**src/rtl/mac_unit_if.sv**
```systemverilog
// Operand/result handshake bundle for mac_unit.
// master drives operands and out_ready; slave is the MAC itself.
interface mac_unit_if #(
    parameter int DATA_WIDTH  = 8,
    parameter int ACC_WIDTH   = 32,
    parameter int COUNT_WIDTH = 8
);
    logic                   in_valid;
    logic                   in_ready;
    logic [DATA_WIDTH-1:0]  in_a;
    logic [DATA_WIDTH-1:0]  in_b;
    logic                   in_signed;
    logic                   in_last;
    logic                   out_valid;
    logic                   out_ready;
    logic [ACC_WIDTH-1:0]   out_acc;
    logic [COUNT_WIDTH-1:0] out_count;
    logic                   out_sat;

    modport master (
        output in_valid, in_a, in_b, in_signed, in_last, out_ready,
        input  in_ready, out_valid, out_acc, out_count, out_sat
    );

    modport slave (
        input  in_valid, in_a, in_b, in_signed, in_last, out_ready,
        output in_ready, out_valid, out_acc, out_count, out_sat
    );
endinterface

```
**src/rtl/mac_unit.sv**
```systemverilog
// Two-stage pipelined multiply-accumulate with valid/ready in and out.
// Define MAC_SAT_EN to saturate the accumulator instead of wrapping.
module mac_unit #(
    parameter int DATA_WIDTH  = 8,
    parameter int ACC_WIDTH   = 32,
    parameter int COUNT_WIDTH = 8
) (
    input  logic        clk,
    input  logic        rst_n,
    mac_unit_if.slave   bus
);

    localparam int PW = 2 * DATA_WIDTH;

    logic stall;
    logic accept;

    logic                   s1_valid;
    logic                   s1_last;
    logic                   s1_signed;
    logic [PW-1:0]          p_reg;

    logic [ACC_WIDTH-1:0]   acc;
    logic [COUNT_WIDTH-1:0] cnt;
    logic                   first_beat;

    logic                   out_valid_q;
    logic [ACC_WIDTH-1:0]   out_acc_q;
    logic [COUNT_WIDTH-1:0] out_count_q;

    logic signed [PW-1:0]   prod_s;
    logic [PW-1:0]          prod_u;
    logic [PW-1:0]          prod;

    logic [ACC_WIDTH-1:0]   acc_base;
    logic [ACC_WIDTH-1:0]   ext;
    logic [ACC_WIDTH-1:0]   sum;

`ifdef MAC_SAT_EN
    logic [ACC_WIDTH:0]     sum_wide;
    logic                   clamp;
    logic                   sat_sticky;
    logic                   out_sat_q;
`endif

    // The whole pipeline freezes while a finished result waits downstream.
    assign stall        = out_valid_q & ~bus.out_ready;
    assign accept       = bus.in_valid & ~stall;
    assign bus.in_ready = ~stall;

    // NOTE: every always_comb output gets a default first so no latch is inferred.
    always_comb begin
        prod_s = PW'($signed(bus.in_a)) * PW'($signed(bus.in_b));
        prod_u = PW'(bus.in_a) * PW'(bus.in_b);
        prod   = bus.in_signed ? $unsigned(prod_s) : prod_u;
    end

    // NOTE: sequential state uses non-blocking assignments only; all pipeline
    // registers are small flops, so each one is cleared explicitly on reset.
    always_ff @(posedge clk) begin
        if (!rst_n) begin
            s1_valid  <= 1'b0;
            s1_last   <= 1'b0;
            s1_signed <= 1'b0;
            p_reg     <= '0;
        end else if (!stall) begin
            s1_valid <= accept;
            if (accept) begin
                p_reg     <= prod;
                s1_last   <= bus.in_last;
                s1_signed <= bus.in_signed;
            end
        end
    end

    always_comb begin
        acc_base = first_beat ? '0 : acc;
        ext      = s1_signed ? ACC_WIDTH'($signed(p_reg)) : ACC_WIDTH'(p_reg);
`ifdef MAC_SAT_EN
        sum_wide = {1'b0, acc_base} + {1'b0, ext};
        sum      = sum_wide[ACC_WIDTH-1:0];
        clamp    = 1'b0;
        if (s1_signed) begin
            // Signed overflow: both addends agree in sign but the sum does not.
            if ((acc_base[ACC_WIDTH-1] == ext[ACC_WIDTH-1]) &&
                (sum[ACC_WIDTH-1] != acc_base[ACC_WIDTH-1])) begin
                clamp = 1'b1;
                sum   = ext[ACC_WIDTH-1] ? {1'b1, {(ACC_WIDTH-1){1'b0}}}
                                         : {1'b0, {(ACC_WIDTH-1){1'b1}}};
            end
        end else if (sum_wide[ACC_WIDTH]) begin
            clamp = 1'b1;
            sum   = '1;
        end
`else
        sum = acc_base + ext;
`endif
    end

    always_ff @(posedge clk) begin
        if (!rst_n) begin
            acc         <= '0;
            cnt         <= '0;
            first_beat  <= 1'b1;
            out_valid_q <= 1'b0;
            out_acc_q   <= '0;
            out_count_q <= '0;
`ifdef MAC_SAT_EN
            sat_sticky  <= 1'b0;
            out_sat_q   <= 1'b0;
`endif
        end else if (!stall) begin
            // Not stalled means any held result is being consumed this edge.
            out_valid_q <= 1'b0;
            if (s1_valid) begin
                if (s1_last) begin
                    out_valid_q <= 1'b1;
                    out_acc_q   <= sum;
                    out_count_q <= cnt + 1'b1;
                    acc         <= '0;
                    cnt         <= '0;
                    first_beat  <= 1'b1;
`ifdef MAC_SAT_EN
                    out_sat_q   <= sat_sticky | clamp;
                    sat_sticky  <= 1'b0;
`endif
                end else begin
                    acc        <= sum;
                    cnt        <= cnt + 1'b1;
                    first_beat <= 1'b0;
`ifdef MAC_SAT_EN
                    sat_sticky <= sat_sticky | clamp;
`endif
                end
            end
        end
    end

    assign bus.out_valid = out_valid_q;
    assign bus.out_acc   = out_acc_q;
    assign bus.out_count = out_count_q;
`ifdef MAC_SAT_EN
    assign bus.out_sat   = out_sat_q;
`else
    assign bus.out_sat   = 1'b0;
`endif

endmodule

```
**src/flat_wrapper.sv**
```systemverilog
// flat-port wrapper written by rule: the top's interface ports become plain ports
module mac_unit_flat 
#(
    parameter int DATA_WIDTH  = 8,
    parameter int ACC_WIDTH   = 32,
    parameter int COUNT_WIDTH = 8
)
  (clk, rst_n, bus_in_valid, bus_in_a, bus_in_b, bus_in_signed, bus_in_last, bus_out_ready, bus_in_ready, bus_out_valid, bus_out_acc, bus_out_count, bus_out_sat);
  mac_unit_if #(.DATA_WIDTH(DATA_WIDTH), .ACC_WIDTH(ACC_WIDTH), .COUNT_WIDTH(COUNT_WIDTH)) bus_i ();
  input  logic clk;
  input  logic rst_n;
  input wire logic [$bits(bus_i.in_valid)-1:0] bus_in_valid;
  input wire logic [$bits(bus_i.in_a)-1:0] bus_in_a;
  input wire logic [$bits(bus_i.in_b)-1:0] bus_in_b;
  input wire logic [$bits(bus_i.in_signed)-1:0] bus_in_signed;
  input wire logic [$bits(bus_i.in_last)-1:0] bus_in_last;
  input wire logic [$bits(bus_i.out_ready)-1:0] bus_out_ready;
  output wire logic [$bits(bus_i.in_ready)-1:0] bus_in_ready;
  output wire logic [$bits(bus_i.out_valid)-1:0] bus_out_valid;
  output wire logic [$bits(bus_i.out_acc)-1:0] bus_out_acc;
  output wire logic [$bits(bus_i.out_count)-1:0] bus_out_count;
  output wire logic [$bits(bus_i.out_sat)-1:0] bus_out_sat;
  assign bus_i.in_valid = bus_in_valid;
  assign bus_i.in_a = bus_in_a;
  assign bus_i.in_b = bus_in_b;
  assign bus_i.in_signed = bus_in_signed;
  assign bus_i.in_last = bus_in_last;
  assign bus_i.out_ready = bus_out_ready;
  assign bus_in_ready = bus_i.in_ready;
  assign bus_out_valid = bus_i.out_valid;
  assign bus_out_acc = bus_i.out_acc;
  assign bus_out_count = bus_i.out_count;
  assign bus_out_sat = bus_i.out_sat;
  mac_unit #(.DATA_WIDTH(DATA_WIDTH), .ACC_WIDTH(ACC_WIDTH), .COUNT_WIDTH(COUNT_WIDTH)) u_core (.clk(clk), .rst_n(rst_n), .bus(bus_i));
endmodule
```
**config.mk**
```make
export PLATFORM = sky130hd
export DESIGN_NAME = mac_unit_flat
export DESIGN_NICKNAME = d
export VERILOG_FILES = /design/src/rtl/mac_unit_if.sv /design/src/rtl/mac_unit.sv /design/src/flat_wrapper.sv
export SDC_FILE = /design/constraint.sdc
export NUM_CORES = 1
export LEC_CHECK = 0
export CAP_MARGIN = 20
export CORE_UTILIZATION = 53
export DETAILED_ROUTE_END_ITERATION = 7
export MAX_ROUTING_LAYER = met4
export PLACE_DENSITY = 0.82
export SYNTH_ARGS = -nofsm -noshare
export SYNTH_HDL_FRONTEND = slang
export SYNTH_SLANG_ARGS = --single-unit
```
**constraint.sdc**
```tcl
create_clock -name clk -period 6.4 [get_ports clk]
set_clock_uncertainty 0.05 [all_clocks]
set_input_delay 1.28 -clock clk [delete_from_list [all_inputs] [get_ports clk]]
set_output_delay 1.28 -clock clk [all_outputs]
set_load 0.01 [all_outputs]
```
==> impl_metrics.ini, run 1 <==
[yosys]
synth.net_count = 1311
syn_area_per_cell_um2 = 8.53
synth_edf_count = 0
synth_area_mm2 = 0.00949
async_flop_share_pct = 0
ys_ff_latch = 101
syn_inst = 1113
yosys_warnings = 0
ys.flop_type = dfxtp_1
synth.distinct_cells = 65
ys_seq_area_share_pct = 21.3

[grt]
grt_pass1_wl_um = 35900
grt_pass1_vias = 7703
antenna_found_initial = 0
grt_overflow = 0
grt_usage_pct = 25.2
grt_max_degree = 56

[cells_and_area]
stdcell_area_mm2 = 0.0106
fin_cells = 1382
area_growth_pct = 12.1
drive_gt1_share_pct = 4.32
antenna_cells = 0
nets = 1350

[die]
start_util_pct = 54.5
core_mm2 = 0.0174
rows = 48
die_w_um = 136
dieArea_mm2 = 0.0184
fp.dieH_um = 136
io_pins = 65

[clock_network]
clk_latency_ps = 340
cts_buffers = 9
post_cts.repair.setup_buffers = 0
cts.sinks = 101
cts_hold_buf = 0
h-tree-depth = 3
root_buffer = clkbuf_16
cts_buffer_depth = 2
clk_pin_slew_ps = 70
cts_tree = yes
cts_resized = 0

[sta]
finalCritPeriodShare_pct = 94.0
setup_tns_ps = 0
fin_ws_ps = 384
setup_viol = 0
fin_hold_ws_ps = 404
hold_viol_final = 0
relSlewSlack_pct = 39.5
period_minus_slack_ps = 6020
worst_pin_slew_ps = 905
rsz0062_at_grt = no
fmax_ghz = 0.166
slew_violations = 0

[setup_path]
r2r_setup_slack_ps = 2820
crit_chain = clkdlybuf4s50_1, nand2_1, inv_1, fa_1, inv_1, fa_1, inv_1, fa_1, inv_1, fa_1, inv_1, ha_1, o21ai_0, a21oi_1, o211ai_1, a21oi_1, a2111oi_2, a21oi_1, mux2i_1, o21a_1
arrival_ps = 6210
start_kind = primary input
crit_slowest_cell = clkdlybuf4s50_1
path_buf_inv = 6
worst_setup_path_end_kind = flop
path_class = in2reg
max_stage_delay_ps = 580
crit_top_cell = inv_1
required_ps = 6590
crit_fanout = 9
critPathTopFamily = adder cells

[placed_design]
place.port_buffers = 63
dp_worst_setup_slack_ps = 27.7
dpl_cell_area_mm2 = 0.0103
dp.cells = 1365
place_hpwl_um = 16700
place_congestion = 0.890

[route]
drtPass1Iterations = 5
ant_nets = 0
routed_wl_um = 21300
num_vias = 7791
first_iter_violations = 521
post_drt_via_cell_ratio = 5.64
drc_errors = 0
wire_per_inst_um = 15.4

[power]
p_leak_uw = 0.00493
power_density_mw_per_mm2 = 267
ir_worst_vdd_mv = 0.370

[run_status]
outcome = complete, no violations

[worst_hold_path]
hp-class = reg2reg

[job]
cap_violations = 0
placed cells by master (no fill, tap or decap), types with 4 or more instances in the layout:
cell type / synthesis / final
nor2b_1: 35 / 35
nand3b_1: 5 / 5
fa_1: 86 / 86
o211ai_1: 7 / 7
o31ai_1: 5 / 5
nand2_1: 86 / 86
xor2_1: 15 / 15
mux2i_1: 8 / 8
a21oi_1: 75 / 74
a21o_1: 19 / 19
nor3_1: 16 / 16
o21ai_0: 32 / 32
dfxtp_1: 101 / 101
o21bai_1: 5 / 5
a22o_1: 28 / 28
ha_1: 90 / 90
inv_1: 160 / 159
buf_4: 1 / 10
clkbuf_16: 0 / 9
and2_1: 40 / 40
xnor2_1: 44 / 44
or3_1: 6 / 6
nand2b_1: 5 / 5
clkdlybuf4s50_1: 0 / 63
a211oi_1: 9 / 9
a31oi_1: 6 / 6
a22oi_1: 23 / 23
nand3_1: 21 / 21
and3_1: 4 / 4
o21a_1: 7 / 7
nor2_1: 78 / 77
synthesized netlist by cell type (all sizes together), types with 2 or more instances:
library cell  count  area, µm²
nand3b            5       37.5
o21a              7       52.6
a211oi           10       80.1
mux2i             8       80.1
o31ai             5       37.5
and3              6       47.5
a21o             20        151
nand4             4       31.3
or2               4       25.0
o21ai            35        175
clkbuf           43        161
o311ai            2       17.5
nor2             78        293
ha               90       1130
and2             41        259
nand2b            5       31.3
a32o              3       30.0
o21bai            5       37.5
nand3            22        115
a2111oi           2       23.8
nor2b            35        219
o211ai            9       77.6
a22oi            23        173
or3               6       37.5
a31o              2       17.5
o41ai             2       17.5
xor2             15        131
nand2            86        323
a31oi             6       37.5
buf               3       17.5
a22o             28        245
dfxtp           101       2020
fa               86       1720
nor3             16       80.1
nand4b            3       26.3
a21oi            77        393
a221oi            2       17.5
xnor2            44        385
inv             160        601
tightest hold or removal path: cells and delay by family (launching register included):
family	cells	cell delay, ps
AO/OA/AOI/OAI	1	50
flip-flops	1	310
AND/OR/NAND/NOR	1	50
power by group:
group	switching [µW]	total (µW)	leakage, µW	internal (µW)
logic	894	1590	0.00396	692
clock network	256	551	0.000148	294
registers	30.6	701	0.000819	670
layout make-up:
class                   instances  area (µm²)
inverters                     161         604
flip-flops and latches        101        2020
clock buffers                  11         253
repair buffers                 74         733
fillers                      1508        6780
multi-input cells             805        6700
well taps                     225         282
clock inverters                 5        50.0
routing by layer:
metal	track usage (%)	part of all wire, %
met5	-	0
met4	6.80	1.9
met3	3.44	4.2
met2	42.5	49
met1	31.4	45
path summary, 6_finish.rpt:
kind,endpoint,cells past startpoint,from
setup / recovery,u_core.p_reg[15]$_SDFFE_PN0P_,20,bus_in_a[2]
hold / removal,u_core.acc[26]$_SDFFE_PN0P_,2,u_core.acc[26]$_SDFFE_PN0P_
setup reg to reg,u_core.bus.out_acc[30]$_SDFFE_PN0P_,11,u_core.first_beat$_SDFFE_PN1P_
hold reg to reg,u_core.acc[26]$_SDFFE_PN0P_,2,u_core.acc[26]$_SDFFE_PN0P_
stage by stage:
stage,utilization [%],power (µW)
global placement,59.2,2240
CTS,60.9,2850
finish,61.1,2840
floorplan,-,1960
detailed placement,59.2,2290
global route,61.1,3100
kinds of logic after synthesis:
group / share of synthesized area (%)
AOI/OAI and AO/OA: 17.7
buffers and inverters: 8.25
other: 0.0395
DFF: 21.3
adders and majority gates: 30.0
and+or+nand+nor: 16.4
xor gates and xnor gates: 5.45
muxes: 0.844
Note: power is estimated with default switching activity, not from simulation.
==> run 2, diff against run 1 <==
--- a/config.mk
+++ b/config.mk
@@ -8,8 +8,10 @@
 export CAP_MARGIN = 20
 export CORE_UTILIZATION = 53
 export DETAILED_ROUTE_END_ITERATION = 7
+export HOLD_SLACK_MARGIN = 0.02
 export MAX_ROUTING_LAYER = met4
 export PLACE_DENSITY = 0.82
+export SLEW_MARGIN = 5
 export SYNTH_ARGS = -nofsm -noshare
 export SYNTH_HDL_FRONTEND = slang
 export SYNTH_SLANG_ARGS = --single-unit
==> results of run 2 <==
The final DEF is identical to that of run 1; final timing and power are the same.
